==> src/rtl/fetch_queue.sv <==
`default_nettype none
// +----------------------------------------------------------------------+
// | fetch_queue                                                          |
// | Instruction-fetch stage with a circular prefetch queue feeding ID.   |
// | Revision: 1.0                                                        |
// +----------------------------------------------------------------------+

`ifndef JUMP
`define JUMP 5'b11000
`endif

module fetch_queue #(
  parameter int          ADDR_W  = 8,
  parameter int          IR_W    = 16,
  parameter int          DEPTH   = 2,
  parameter logic [4:0]  JUMP_OP = `JUMP
) (
  input  logic                     clock,
  input  logic                     reset,
  input  logic                     state,
  input  logic                     jump,
  input  logic [ADDR_W-1:0]        jump_target,
  input  logic                     stall,
  input  logic [IR_W-1:0]          i_datain,
  output logic [ADDR_W-1:0]        i_addr,
  output logic [IR_W-1:0]          id_ir,
  output logic [ADDR_W-1:0]        id_pc,
  output logic [$clog2(DEPTH):0]   q_count
);

  localparam int c_ptr_w = $clog2(DEPTH);
  localparam int c_cnt_w = c_ptr_w + 1;
  localparam logic [c_cnt_w-1:0] c_full = c_cnt_w'(DEPTH);

  logic [IR_W-1:0]    r_q_ir [DEPTH];
  logic [ADDR_W-1:0]  r_q_pc [DEPTH];
  logic [c_ptr_w-1:0] r_rd_ptr;
  logic [c_ptr_w-1:0] r_wr_ptr;
  logic [c_cnt_w-1:0] r_count;
  logic [ADDR_W-1:0]  r_pc;
  logic [IR_W-1:0]    r_id_ir;
  logic [ADDR_W-1:0]  r_id_pc;

  logic               w_empty;
  logic               w_full;
  logic               w_pop;
  logic               w_early;
  logic               w_push;
  logic [IR_W-1:0]    w_head_ir;
  logic [ADDR_W-1:0]  w_head_pc;

  always_comb begin
    w_empty   = (r_count == '0);
    w_full    = (r_count == c_full);
    w_head_ir = r_q_ir[r_rd_ptr];
    w_head_pc = r_q_pc[r_rd_ptr];
    w_pop     = !jump && !stall && !w_empty;
    w_early   = w_pop && (w_head_ir[IR_W-1 -: 5] == JUMP_OP);
    // A pop frees a slot in the same cycle, so a full queue can still accept a push.
    w_push    = !jump && !w_early && (!w_full || w_pop);
  end

  // Queue storage carries no reset; validity is tracked by the pointers and count.
  always_ff @(posedge clock) begin
    if (state && w_push) begin
      r_q_ir[r_wr_ptr] <= i_datain;
      r_q_pc[r_wr_ptr] <= r_pc;
    end
  end

  always_ff @(posedge clock or negedge reset) begin
    if (!reset) begin
      r_pc     <= '0;
      r_id_ir  <= '0;
      r_id_pc  <= '0;
      r_rd_ptr <= '0;
      r_wr_ptr <= '0;
      r_count  <= '0;
    end else if (state) begin
      if (jump) begin
        r_pc     <= jump_target;
        r_id_ir  <= '0;
        r_id_pc  <= '0;
        r_rd_ptr <= '0;
        r_wr_ptr <= '0;
        r_count  <= '0;
      end else begin
        if (w_pop) begin
          r_id_ir  <= w_head_ir;
          r_id_pc  <= w_head_pc;
        end else if (!stall) begin
          r_id_ir  <= '0;
          r_id_pc  <= '0;
        end
        if (w_early) begin
          // Jump resolved at issue: discard everything fetched past it.
          r_pc     <= w_head_ir[ADDR_W-1:0];
          r_rd_ptr <= '0;
          r_wr_ptr <= '0;
          r_count  <= '0;
        end else begin
          if (w_pop)
            r_rd_ptr <= r_rd_ptr + c_ptr_w'(1);
          if (w_push) begin
            r_wr_ptr <= r_wr_ptr + c_ptr_w'(1);
            r_pc     <= r_pc + ADDR_W'(1);
          end
          r_count <= r_count + c_cnt_w'(w_push) - c_cnt_w'(w_pop);
        end
      end
    end
  end

  assign i_addr  = r_pc;
  assign id_ir   = r_id_ir;
  assign id_pc   = r_id_pc;
  assign q_count = r_count;

endmodule

`default_nettype wire

==> config.mk <==
export PLATFORM = sky130hd
export DESIGN_NAME = fetch_queue
export DESIGN_NICKNAME = d
export VERILOG_FILES = /design/src/rtl/fetch_queue.sv
export SDC_FILE = /design/constraint.sdc
export NUM_CORES = 1
export LEC_CHECK = 0
export ABC_AREA = 1
export ABC_CLOCK_PERIOD_IN_PS = 4500
export CAP_MARGIN = 40
export CORE_MARGIN = 2
export CORE_UTILIZATION = 57
export CTS_CLUSTER_DIAMETER = 30
export CTS_CLUSTER_SIZE = 14
export DETAILED_ROUTE_END_ITERATION = 10
export PLACE_DENSITY = 0.86
export SYNTH_ARGS = -nofsm -noshare
export SYNTH_HDL_FRONTEND = slang
export SYNTH_SLANG_ARGS = --single-unit
==> constraint.sdc <==
create_clock -name clock -period 4.5 [get_ports clock]
set_clock_uncertainty 0.1 [all_clocks]
set_input_delay 0.45 -clock clock [delete_from_list [all_inputs] [get_ports clock]]
set_output_delay 0.45 -clock clock [all_outputs]
set_load 0.02 [all_outputs]
; After elaboration in Yosys (flattened, before gate mapping)
; Memories as Yosys holds them, arrays and structs flattened.
; Index checks and enable logic that the tools add are counted.
[totals]
reg_bits = 36
mem_bits_rw = 48
inputBits = 29
output_inout_bits = 34
elab_cells = 53
memories = 2
[classes]
addsub = 5
n_eq_ne = 3
mux = 19
n_reduce_logical = 18
[memory_table]
columns = memory, words, width, read_ports, rd_ports_with_merged_regs, wr, line_no
row1 = r_q_ir, 2, 16, 1, 0, 1, 35  ; logic [IR_W-1:0] r_q_ir [DEPTH];
row2 = r_q_pc, 2, 8, 1, 0, 1, 36  ; logic [ADDR_W-1:0] r_q_pc [DEPTH];
[ops]
columns = cell, n
row1 = 2-to-1 mux 16 bit, 3
row2 = 2-to-1 mux 8 bit, 6
row3 = adder 8 x 1 -> 8 bit (second input constant), 1
row4 = 2-to-1 mux 1 bit, 8
row5 = logical AND 1 bit, 6
row6 = AND reduction 2 bit, 3
row7 = nonzero test 3 bit, 2
row8 = == test 5 bit (second input constant), 1
row9 = zero test 1 bit, 5
row10 = 2-to-1 mux 2 bit, 2
row11 = != test 3 x 2 -> 1 bit (second input constant), 1
row12 = adder 1 bit (second input constant), 2
row13 = adder 2 x 1 -> 2 bit, 1
row14 = == test 2 bit (second input constant), 1
row15 = zero test 2 bit, 1
row16 = subtractor 2 x 1 -> 2 bit, 1
row17 = logical OR 1 bit, 1

; Logic depth before layout (Yosys ltp)
; Gate-level depths: netlist (run 1).
[logic_depth]
depth_word = 11
depth_mapped = 15
mapped_depth_nobuf = 14

; Worst setup path before layout (run 1)
; OpenSTA, ideal clock, no wires.
[synth_timing]
kind = flip-flop to flip-flop
startpoint = register r_rd_ptr
endpoint = memory r_q_ir[1][0], enable pin
setup_ns = 0.401
arrival_time_ns = 2.016
t_required_ns = 3.999
setup_slack_ns = 1.982
path_stages_with_launch = 9
n_path_buf = 1
synth_period_minus_slack_ns = 2.518
cell_sequence = dfrtp_1 > buf_6 > nand2_1 > nand2_1 > nand2_1 > nor2_4 > a21oi_2 > nand2_1 > nor3_2
[synth_via]
elab_chain_cells = 9
[synth_rtl]
columns = item, line_no
row1 = start: declaration, 37  ; logic [c_ptr_w-1:0] r_rd_ptr;
row2 = start signal: assignment, 103  ; r_rd_ptr <= r_rd_ptr + c_ptr_w'(1);
row3 = memory read (2 x 16 bit), --
row4 = == test 5 bit, 58  ; w_early = w_pop && (w_head_ir[IR_W-1 -: 5] == JUMP_OP);
row5 = logical AND 1 bit, 58
row6 = zero test 1 bit, 60  ; w_push = !jump && !w_early && (!w_full || w_pop);
row7 = logical AND 1 bit (2 in a row), 60
row8 = logical AND 1 bit, 65  ; if (state && w_push) begin
row9 = 2-to-1 mux 1 bit, 65
row10 = 2-to-1 mux 1 bit (not written as such), 66  ; r_q_ir[r_wr_ptr] <= i_datain;
row11 = end: declaration, 35
; No other way between the ends.

; Worst setup path in the final report (run 1)
[layout_timing]
startpoint = register r_rd_ptr
endpoint = memory r_q_pc[1][2], enable pin
[layout_via]
elab_chain_cells = 9
[layout_rtl]
columns = item, line_no
row1 = memory read (2 x 16 bit), --
row2 = == test 5 bit, 58
row3 = logical AND 1 bit, 58
row4 = zero test 1 bit, 60
row5 = logical AND 1 bit (2 in a row), 60
row6 = logical AND 1 bit, 65
row7 = 2-to-1 mux 1 bit, 65
row8 = 2-to-1 mux 1 bit (not written as such), 67  ; r_q_pc[r_wr_ptr] <= r_pc;
row9 = end: declaration, 36
; No other way between the ends.

==> results of run 1 <==
Yosys cell counts:
cell	number
a21oi_1	5
a21oi_2	1
a21oi_4	1
buf_2	8
buf_4	1
buf_6	3
clkbuf_1	2
dfrtp_1	36
edfxtp_1	48
ha_1	3
inv_1	44
inv_2	5
mux2_2	1
nand2_1	85
nand2_2	2
nand2_4	1
nand3_1	30
nand3_4	1
nand3b_1	1
nand4_1	2
nor2_1	42
nor2_2	1
nor2_4	2
nor3_2	1
o21ai_0	1
o21ai_1	16
o22ai_1	2
o32ai_1	11
or2_0	1
or2_1	1
xnor2_1	2
xor2_1	4
registers in the layout, indices dropped and copies added (netlist names):
signal    cells
i_addr        8
id_ir        16
id_pc         8
q_count       2
r_q_ir       32
r_q_pc       16
r_rd_ptr      1
r_wr_ptr      1
final cells by class:
| cell class | count | area (sq um) | area share |
|---|---|---|---|
| flip-flops and latches | 84 | 2340 | 0.512 |
| inverters | 49 | 184 | 0.0402 |
| clock buffers | 9 | 124 | 0.0271 |
| clock inverters | 7 | 81.3 | 0.0178 |
| repair buffers | 65 | 658 | 0.144 |
| well taps | 77 | 96.3 | 0.0210 |
| multi-input cells | 217 | 1090 | 0.238 |
metrics by stage:
| stage | area (sq um) | power (W) | hold slack [ns] | util |
|---|---|---|---|---|
| after floorplan | 3700 | 0.00123 | 0.0544 | - |
| after CTS | 4580 | 0.00197 | 0.108 | 0.725 |
| after global routing | 4580 | 0.00205 | 0.159 | 0.725 |
| final | 4580 | 0.00196 | 0.0881 | 0.725 |
| after detailed placement | 4370 | 0.00142 | 0.416 | 0.692 |
| after global placement | 4340 | 0.00139 | 0.415 | 0.688 |
cells by family after synthesis:
family / synth area share
AND/OR/NAND/NOR: 0.200
flip-flops: 0.633
buffers and inverters: 0.0737
AO/OA/AOI/OAI: 0.0659
XOR/XNOR: 0.0142
adder cells (fa/ha/maj): 0.0101
multiplexers: 0.00304
where the power goes:
| group | switching (W) | leakage (nW) | internal [W] |
|---|---|---|---|
| Sequential | 0.0000584 | 0.919 | 0.000894 |
| Clock | 0.000290 | 0.107 | 0.000267 |
| Combinational | 0.000271 | 0.904 | 0.000178 |
worst max-delay path, delay by kind of cell (launching register included):
kind                   cells  cell delay [ns]
AOI/OAI and AO/OA          1             0.22
and+or+nand+nor            5             1.00
buffers and inverters      2             0.72
DFF                        1             0.40
per-layer routing:
metal	routed length [um]	global-route usage	part of all wire
met3	516	0.0590	0.063
met1	3300	0.302	0.41
met5	0	0	0
met2	4100	0.394	0.50
met4	215	0.0981	0.026
final timing paths:
check	startpoint	cells after the start	slack, ns	end
worst max-delay path	r_rd_ptr$_DFFE_PN0P_	8	1.77	r_q_pc[1][2]$_DFFE_PP_
worst min-delay path	reset	1	0.09	id_pc[0]$_DFFE_PN0P_
max in group asynchronous	reset	1	3.68	i_addr[2]$_DFFE_PN0P_
min in group clock	id_ir[0]$_DFFE_PN0P_	2	0.43	id_ir[0]$_DFFE_PN0P_
worst max register to register	r_rd_ptr$_DFFE_PN0P_	8	1.77	r_q_pc[1][2]$_DFFE_PP_
worst min register to register	id_ir[0]$_DFFE_PN0P_	2	0.43	id_ir[0]$_DFFE_PN0P_
==> reports/qor.yml, run 1 <==
start_util: 0.586
yosys.area.top_type_share: 0.390
num_vias: 2764
worst_slack_ns: 1.77
place.gp.congestion: 0.917
drt_iter0_drc: 268
layout-drive-gt1-share: 0.0835
drcViolationCount: 0
ant_nets: 0
slew_headroom: 0.428
p_leak_nw: 1.93
cts.sink_count: 84
dieArea_sq_um: 7150
path_class: "reg -> reg"
cp_max_fo: 30
finalCriticalPeriod_ns: 2.73
grt_max_degree: 37
die_width_um: 84.6
layout_common_cells: "nand2_1 (85), clkdlybuf4s50_1 (61), edfxtp_1 (48), inv_1 (44), nor2_1 (42)"
clkLatencyLatePin_ns: 0.36
syn_nets: 396
synth_area_leader_cell: "edfxtp_1"
slew_viol_final: 0
rows: 29
synth.distinct_cells: 32
fin_cells: 508
max_cap_violations: 0
seq_area_frac_synth: 0.633
tightest_slew_ns: 0.855
rsz0062_at_grt: "no"
crit_path_max_incr_delay_ns: 0.54
fin_nets: 458
area.growth.synth_to_final_pct: 23.7
core_area_sq_um: 6310
fmaxAchievable_ghz: 0.366
netlist_area_sq_um: 3700
io_pins: 63
cts_buffers: 9
root_buffer: "clkbuf_8"
final_common_cell: "nand2_1"
grt.total_usage: 0.238
cts_max_level: 3
grt-ovfl-total: 0
outcome: "finished, final reports clean"
cts_tree: "built"
period_share: 0.608
peakVddDrop_mv: 0.380
io_buffer_count: 62
crit_slowest_cell: "nor3_4"
cts-resized-gates: 0
clockBufferDepth: 2
p_per_area_nw_per_um2: 428
syn-mean-instance-area_sq_um: 10.2
cpMostUsedCell: "nand2_1"
grt_antenna_before_repair: 0
cp-end-kind: "register"
wire_per_inst_um: 16.0
cp_cell_sequence: "inv_2, nand2_1, nand2_1, nor2_4, a21oi_2, nand2_1, nor3_4, buf_4"
synthCells: 364
grt_pass1_vias: 2776
dr.pass1.iters: 5
fin_tns_setup_ns: 0
clk_pin_slew_ns: 0.09
antennaDiodeCount: 0
ys_ff_latch: 84
setup_viol: 0
n_fill_cell: 459
dp_cells: 492
arrival_ns: 2.69
die_h_um: 84.6
dp_hpwl_um: 5570
pre_cts_slack_ns: 1.53
start_kind: "register"
required_ns: 4.46
hold_violations: 0
postCtsSetupRepairBufs: 0
grt_pass1_wl_um: 13000
synth_area_leaders: "edfxtp_1 (39%), dfrtp_1 (24%), nand2_1 (8.6%)"
yosysWarningCount: 0
finalWirelength_um: 8130
hold_path_class: "in -> async"
hold_buffers: 0
viasPerCell: 5.44
Power figures use the tool's default switching activity.
==> inputs of run 2 (changes only) <==
--- a/config.mk
+++ b/config.mk
@@ -6,14 +6,14 @@
 export NUM_CORES = 1
 export LEC_CHECK = 0
 export ABC_AREA = 1
-export ABC_CLOCK_PERIOD_IN_PS = 4500
+export ABC_CLOCK_PERIOD_IN_PS = 2250
 export CAP_MARGIN = 40
 export CORE_MARGIN = 2
-export CORE_UTILIZATION = 57
+export CORE_UTILIZATION = 48
 export CTS_CLUSTER_DIAMETER = 30
 export CTS_CLUSTER_SIZE = 14
 export DETAILED_ROUTE_END_ITERATION = 10
-export PLACE_DENSITY = 0.86
+export PLACE_DENSITY = 0.77
 export SYNTH_ARGS = -nofsm -noshare
 export SYNTH_HDL_FRONTEND = slang
 export SYNTH_SLANG_ARGS = --single-unit
==> constraint.sdc (replaced) <==
create_clock -name clock -period 2.25 [get_ports clock]
set_clock_uncertainty 0.1 [all_clocks]
set_input_delay 0.225 -clock clock [delete_from_list [all_inputs] [get_ports clock]]
set_output_delay 0.225 -clock clock [all_outputs]
set_load 0.02 [all_outputs]
==> run 2 against run 1 <==
Net effect: sequential power is 100% higher; worst hold slack better by 0.25 ns; maximum frequency is 28% higher; via count is 1.3% higher; core utilization is 8.8 points lower; critical path type unchanged; largest power group unchanged.
==> reports/qor.yml, run 2 (synthesis results as in run 1) <==
outcome: "finished, final reports clean"
cts_buffers: 9
area.growth.synth_to_final_pct: 31.0
period_share: 0.949
cp-end-kind: "register"
rsz0062_at_grt: "yes"
switching_share: 0.323
ant_nets: 0
path_class: "reg -> reg"
core_area_sq_um: 7610
cts_max_level: 3
slew_headroom: 0.443
required_ns: 2.44
die_width_um: 91.8
dp_cells: 534
rows: 32
dr.pass1.iters: 4
multi_input_area_sq_um: 1140
tightest_slew_ns: 0.836
num_vias: 2799
largest_register_ffs: 32
final_common_cell: "nand2_1"
cp_max_fo: 12
holdWs_ns: 0.339
p_leak_nw: 2.05
slew_viol_final: 0
grt-ovfl-total: 0
place.gp.congestion: 0.900
drt_iter0_drc: 131
p_clk_frac: 0.252
intPower_w: 0.00265
setup_viol: 0
clockBufferDepth: 2
dieArea_sq_um: 8430
viasPerCell: 5.01
finish.utilization: 0.637
hold_violations: 0
layout_common_cells: "nand2_1 (75), clkdlybuf4s50_1 (61), edfxtp_1 (48), inv_1 (44), nor2_1 (41)"
cts.sink_count: 84
p_per_area_nw_per_um2: 808
wire_per_inst_um: 14.7
pwr-share-seq: 0.486
finalInstanceArea_sq_um: 4850
comb_power_share: 0.262
clk_pin_slew_ns: 0.09
drcViolationCount: 0
fin_tns_setup_ns: 0
top_register: "r_q_ir"
root_buffer: "clkbuf_8"
dp_hpwl_um: 5640
grt_antenna_before_repair: 0
seq_area_sq_um: 2340
start_kind: "register"
fin_cells: 559
grt.total_usage: 0.203
hold_path_class: "in -> reg"
grt_max_degree: 37
finalWirelength_um: 8210
antennaDiodeCount: 0
arrival_ns: 2.33
fmaxAchievable_ghz: 0.468
cts_tree: "built"
io_pins: 63
peakVddDrop_mv: 0.381
grt_pass1_vias: 2776
finalCriticalPeriod_ns: 2.14
clkLatencyLatePin_ns: 0.36
dpl_cell_area_sq_um: 4540
fin_nets: 484
layout-drive-gt1-share: 0.160
die_h_um: 91.8
start_util: 0.486
io_buffer_count: 62
max_cap_violations: 0
n_fill_cell: 611
grt_pass1_wl_um: 13200
p_sw_w: 0.00127
==> run 2: changes by cell type in the layout (fill, tap and decap cells not counted), moves of 2 or more <==
cell / previous run / this run
buf_12: 0 / 2
buf_4: 2 / 24
clkinvlp_4: 0 / 3
inv_6: 4 / 2
nand2_1: 85 / 75
nand2_2: 2 / 9
nand2_4: 1 / 4
==> run 2: final timing paths <==
check                      slack (ns)                  from  cells past startpoint                     end
max                              0.11  r_rd_ptr$_DFFE_PN0P_                     13  q_count[1]$_DFFE_PN0P_
min                              0.34           i_datain[3]                      1  r_q_ir[1][3]$_DFFE_PP_
max reg2reg                      0.11  r_rd_ptr$_DFFE_PN0P_                     13  q_count[1]$_DFFE_PN0P_
min reg2reg                      0.42  id_ir[0]$_DFFE_PN0P_                      2    id_ir[0]$_DFFE_PN0P_
max in group asynchronous        1.07                 reset                      2    r_rd_ptr$_DFFE_PN0P_
min in group asynchronous        0.40                 reset                      2    id_pc[0]$_DFFE_PN0P_
==> run 2: critical path, stage by stage, from the launching register on <==
cell,delay (ns)
dfrtp_2,0.45
inv_4,0.14
nand2_1,0.08
nand2_1,0.13
nor2_4,0.05
a21oi_2,0.15
nand2_1,0.10
ha_1,0.28
inv_1,0.04
ha_2,0.16
xor2_1,0.15
nor2_1,0.11
nand2_1,0.05
o21ai_1,0.07
==> run 2: what timing repair did <==
action / CTS / global route
hold buffers: 1 / 0
resized for setup: 0 / 17
hold endpoints to repair: 36 / 0
buffers inserted: 0 / 7
setup endpoints to repair: 0 / 1
==> run 2: stage by stage <==
step                setup slack [ns]  power, W
finish                         0.114   0.00391
global route                 -0.0342   0.00411
CTS                           0.0973   0.00385
detailed placement            0.0308   0.00288
global placement               0.119   0.00285
floorplan                     0.0647   0.00246
==> run 2: cell type report <==
cell class                 count  area share
clock inverter                 6      0.0101
clock buffer                  10      0.0263
sequential                    84       0.484
multi-input combinational    217       0.234
inverter                      49      0.0385
tap                          102      0.0263
timing repair buffer          91       0.181
==> run 2: power by group through the flow <==
stage / Clock, W / Combinational, W / Sequential, W
final: 0.000985 / 0.00103 / 0.00190
after global routing: 0.00106 / 0.00112 / 0.00192
after CTS: 0.000996 / 0.000951 / 0.00190
after detailed placement: 0 / 0.000943 / 0.00193
after global placement: 0 / 0.000921 / 0.00193
after floorplan: 0 / 0.000458 / 0.00201
==> run 2: routing by layer <==
layer  track usage  routed length [um]
met1         0.258                3360
met2         0.333                4100
met3        0.0362                 507
met4         0.111                 241
met5             0                   0
==> patch 1 (config.mk and constraints of run 2) <==
Set the parameter `DEPTH` to 8 (it was 2).
--- a/src/rtl/fetch_queue.sv
+++ b/src/rtl/fetch_queue.sv
@@ -12,7 +12,7 @@
 module fetch_queue #(
   parameter int          ADDR_W  = 8,
   parameter int          IR_W    = 16,
-  parameter int          DEPTH   = 2,
+  parameter int          DEPTH   = 8,
   parameter logic [4:0]  JUMP_OP = `JUMP
 ) (
   input  logic                     clock,
Interface: changed (resized q_count); port bits go from 63 to 65. No check against the original RTL was run, so the function may have changed too.
==> patch 1 against run 2 <==
The run now ends with negative setup slack left; critical path depth up 4; first-iteration DRC count rose to 5.7 times the old value; sequential cell count up 150; area after synthesis rose to 2.7 times the old value; setup slack worse by 430 ps; hold slack worse by 130 ps; power rose to 4.2 times the old value; wire length rose to 3.2 times the old value; sequential power rose to 2.9 times the old value; count of clock-buffer cells in the layout up 42; design area rose to 2.7 times the old value; largest cell class unchanged.
==> patch 1: results (changes against run 2) <==
Outcome
  – Status: finished with violations
  – Failing checks: negative setup slack

Power and ir drop
  – Peak supply drop: 847 uV (+120%)
  – LEAKAGE: 0.00505 uW (+150%)

Synth
  – Asr flop ratio synth: 17.9% (-25 points)
  – Synthesized area per cell: 11.6 sq um (+14%)
  – Top cells by area, synth: edfxtp_1 58%, dfrtp_1 11%, nor2_1 5.2%
  – Mapped Nets: 892 (+130%)
  – Number of synthesized flops with an enable pin: 192 (+300%)
  – Synth unique cells: 38 (+19%)
  – Sequential share of the synthesized area: 68.8% (+5.5 points)
  – Most frequent cell after synthesis: edfxtp_1

Clock tree
  – CTS max path bufs: 3 (+1)
  – H-tree depth: 2 (-1)
  – Clock root cell: clkbuf_16

Layout
  – Nets@finish: 1028 (+110%)
  – Fill count: 1414 (+130%)
  – Proportion of layout cells with a drive suffix above 1: 18.3% (+2.3 points)
  – Max FFs per register: 128 (+300%)

Worst setup path
  – Slowest stage delay, CP: 420 ps (-30 ps)
  – Critical path arrival: 2890 ps (+560 ps)
  – Worst-path fanout max: 6 (-6)

GRT
  – Largest net degree at the start of global routing: 42 (+14%)
  – Total GRT Usage: 24.3% (+4.0 points)

Placed design
  – Placed cells: 1209 (+130%)
  – I/O Buffers: 64 (+3.2%)
  – HPWL Detailed: 15300 um (+170%)
  – Pre-CTS WS: -334 ps (-364 ps)

Timing
  – Final hold slack: 214 ps (-125 ps)
  – Final Setup Violations: 200 (+200)
  – PnR worst setup slack: -314 ps (-428 ps)
[patch 1: cell types whose count changed after synthesis, moves of 14 or more]
cell / run 2 / this run
edfxtp_1: 48 / 192
nor2_1: 42 / 137
nand3_1: 30 / 49
clkbuf_1: 2 / 18
o21ai_0: 1 / 95
nand2_1: 85 / 136
o21ai_1: 16 / 2
[patch 1: power by group]
group          switching, uW  internal [uW]
sequential               340           5200
clock                   2130           4400
combinational           2690           1730
total                   5160          11300
[patch 1: path summary, 6_finish.rpt]
path,startpoint,end,cells past startpoint
worst max-delay path,r_rd_ptr[0]$_DFFE_PN0P_,q_count[3]$_DFFE_PN0P_,17
worst min-delay path,reset,id_ir[2]$_DFFE_PN0P_,2
max in group asynchronous,reset,id_pc[5]$_DFFE_PN0P_,3
worst max register to register,r_rd_ptr[0]$_DFFE_PN0P_,q_count[3]$_DFFE_PN0P_,17
worst min register to register,id_pc[6]$_DFFE_PN0P_,id_pc[6]$_DFFE_PN0P_,1
min in group clock,jump_target[1],i_addr[1]$_DFFE_PN0P_,5
[patch 1: critical path, delay by kind of cell (launching register included)]
family,cells,cell delay (ps)
xor gates and xnor gates,1,80
and+or+nand+nor,9,940
AOI/OAI and AO/OA,4,460
DFF,1,420
buffers and inverters,2,280
adders and majority gates,1,190
[patch 1: cells by family after synthesis]
kind of cell,Yosys count,share of synthesized area [%]
simple gates,351,15.2
fa+ha+maj,9,1.21
buf+inv,103,4.85
xor+xnor,9,0.796
compound gates,148,9.10
flops,234,68.8
[patch 1: area by class of cell]
cell class                 count  share of cell area, %
inverter                      57                   1.84
clock buffer                  52                   8.73
sequential                   234                   52.3
multi-input combinational    517                   20.8
tap                          270                   2.59
timing repair buffer         138                   11.3
clock inverter                25                   2.49
[patch 1: routing by layer]
metal | up-vias | part of all wire (%) | global-route usage, %
met1 | 3558 | 38 | 31.6
met5 | - | 0 | 0
met4 | 0 | 3.4 | 9.90
met3 | 77 | 8.9 | 4.14
li1 | 3259 | - | -
met2 | 418 | 49 | 40.9
[patch 1: metrics by stage]
step	total power (uW)	utilization [%]
final	16500	64.5
after floorplan	8150	-
after global routing	17200	64.5
after CTS	16400	64.1
after detailed placement	9780	56.5
after global placement	9630	56.5
[patch 1: repair_timing]
action                                  in CTS  in global routing
gates resized for setup                      3                 10
hold buffers                                 1                  0
endpoints found under the setup margin     196                205
pin swaps                                    5                  6
cloned                                       1                  1
hold endpoints to repair                    28                  0
setup buffers                                3                  1
==> patch 2 (settings of run 2) <==
Made on the original files. Register the input `jump_target` before use. The logic sees it one clock later. The other inputs are not delayed to match.
--- a/src/rtl/fetch_queue.sv
+++ b/src/rtl/fetch_queue.sv
@@ -31,6 +31,12 @@
   localparam int c_ptr_w = $clog2(DEPTH);
   localparam int c_cnt_w = c_ptr_w + 1;
   localparam logic [c_cnt_w-1:0] c_full = c_cnt_w'(DEPTH);
+
+  logic [ADDR_W-1:0] jump_target_q;
+
+  always_ff @(posedge clock) begin
+    jump_target_q <= jump_target;
+  end
 
   logic [IR_W-1:0]    r_q_ir [DEPTH];
   logic [ADDR_W-1:0]  r_q_pc [DEPTH];
@@ -78,7 +84,7 @@
       r_count  <= '0;
     end else if (state) begin
       if (jump) begin
-        r_pc     <= jump_target;
+        r_pc     <= jump_target_q;
         r_id_ir  <= '0;
         r_id_pc  <= '0;
         r_rd_ptr <= '0;
Function: changed (Yosys sat finds a counterexample within 4 cycles, from zero or initial values and one cycle with reset low).
==> patch 2 against run 2 <==
Wire length up 1.2%; via count increased by 1.6%; design area up 5.7%; power grew 8.1%; setup slack better by 18 ps; highest routed layer unchanged; critical path depth is 2 higher; maximum frequency increased by 0.85%; sequential cell count rose by 8; count of clock-buffer cells in the layout unchanged; first-iteration DRC count up 19%; area after synthesis rose by 7.9%.
==> patch 2: results (changes against run 2) <==
Detailed routing
  – Wire length on met2: 4090 um (-0.37%)
  – DRT met1 WL: 3640 um (+8.1%)
  – DRT Pass-1 Iters: 5 (+1)
  – DR WL/cell: 14.5 um (-1.1%)
  – Initial DRC count: 156 (+19%)
  – Via density: 4.97 (-0.70%)

Worst setup path
  – Worst Reg-to-Reg Cells: 15 (+2)
  – Worst-path fanout max: 10 (-2)
  – Critical path arrival: 2270 ps (-60 ps)

GRT
  – Grt met2 use: 33.0% (-0.29 points)
  – Total GRT Usage: 19.8% (-0.53 points)
  – Global-route wire length before repair: 13400 um (+1.2%)
  – Vias in the first global route: 2783 (+0.25%)
  – Largest net degree at the start of global routing: 25 (-32%)
  – Met3 Use GR: 3.56% (-0.058 points)
  – Met1 Use GR: 25.6% (-0.22 points)

Synth
  – Top cells by area, synth: edfxtp_1 36%, dfrtp_1 23%, nand2_1 7.9%
  – Mapped Cells: 379 (+4.1%)
  – Synth Area in Compound Gates: 7.58% (+0.99 points)
  – Adder-cell area share of the yosys netlist: 0.940% (-0.074 points)
  – Synth Area in XOR/XNOR: 1.10% (-0.32 points)
  – Asr flop ratio synth: 39.1% (-3.7 points)
  – Synth top cells by count: 84 x nand2_1, 49 x inv_1, 48 x edfxtp_1
  – Sequential share of the synthesized area: 62.7% (-0.63 points)

Timing
  – Worst Tran Pin Value: 443 ps (-393 ps)

Layout
  – Nets@finish: 494 (+2.1%)
  – Proportion of layout cells with a drive suffix above 1: 16.3% (+0.30 points)

Placed design
  – GP Congestion: 0.839 (-6.7%)
  – Placed cells: 553 (+3.6%)
  – HPWL Detailed: 5850 um (+3.8%)

Min path
  – Worst Hold End: jump_target_q[2]$_DFF_P_
  – Hold Startpoint: jump_target[2]

Power and ir drop
  – Peak supply drop: 453 uV (+19%)
  – LEAKAGE: 0.00218 uW (+6.0%)

Outcome
  – Status: finished, final reports clean
## patch 2: changes by cell type in the layout (fill, tap and decap cells not counted), sizes merged, moves of 2 or more
cell and change:
nand4 +2, inv +5, clkinvlp -2, buf -5, nand2 +3, dfxtp +8
## patch 2: stage by stage
step                hold WS, ps  instance area (sq um)  worst slack [ps]
global placement            279                   4840             -7.53
finish                      202                   5120               132
CTS                         195                   5080              62.7
floorplan                  -171                   4000              28.2
global route                196                   5120             -8.76
detailed placement         88.1                   4870             -95.5
## patch 2: logic make-up after synthesis
family | after synthesis
compound gates | 36
xor+xnor | 5
fa+ha+maj | 3
buf+inv | 67
flops | 92
mux | 1
simple gates | 175
## patch 2: cell type report
class,instances,area [sq um]
clock inverters,6,68.8
multi-input cells,220,1220
repair buffers,85,856
clock buffers,10,138
inverters,54,208
fillers,634,3010
flip-flops and latches,92,2500
well taps,105,131
## patch 2: report_power, final
group          switching (uW)  internal [uW]
sequential                122           1940
combinational             580            440
clock                     600            554
total                    1300           2930
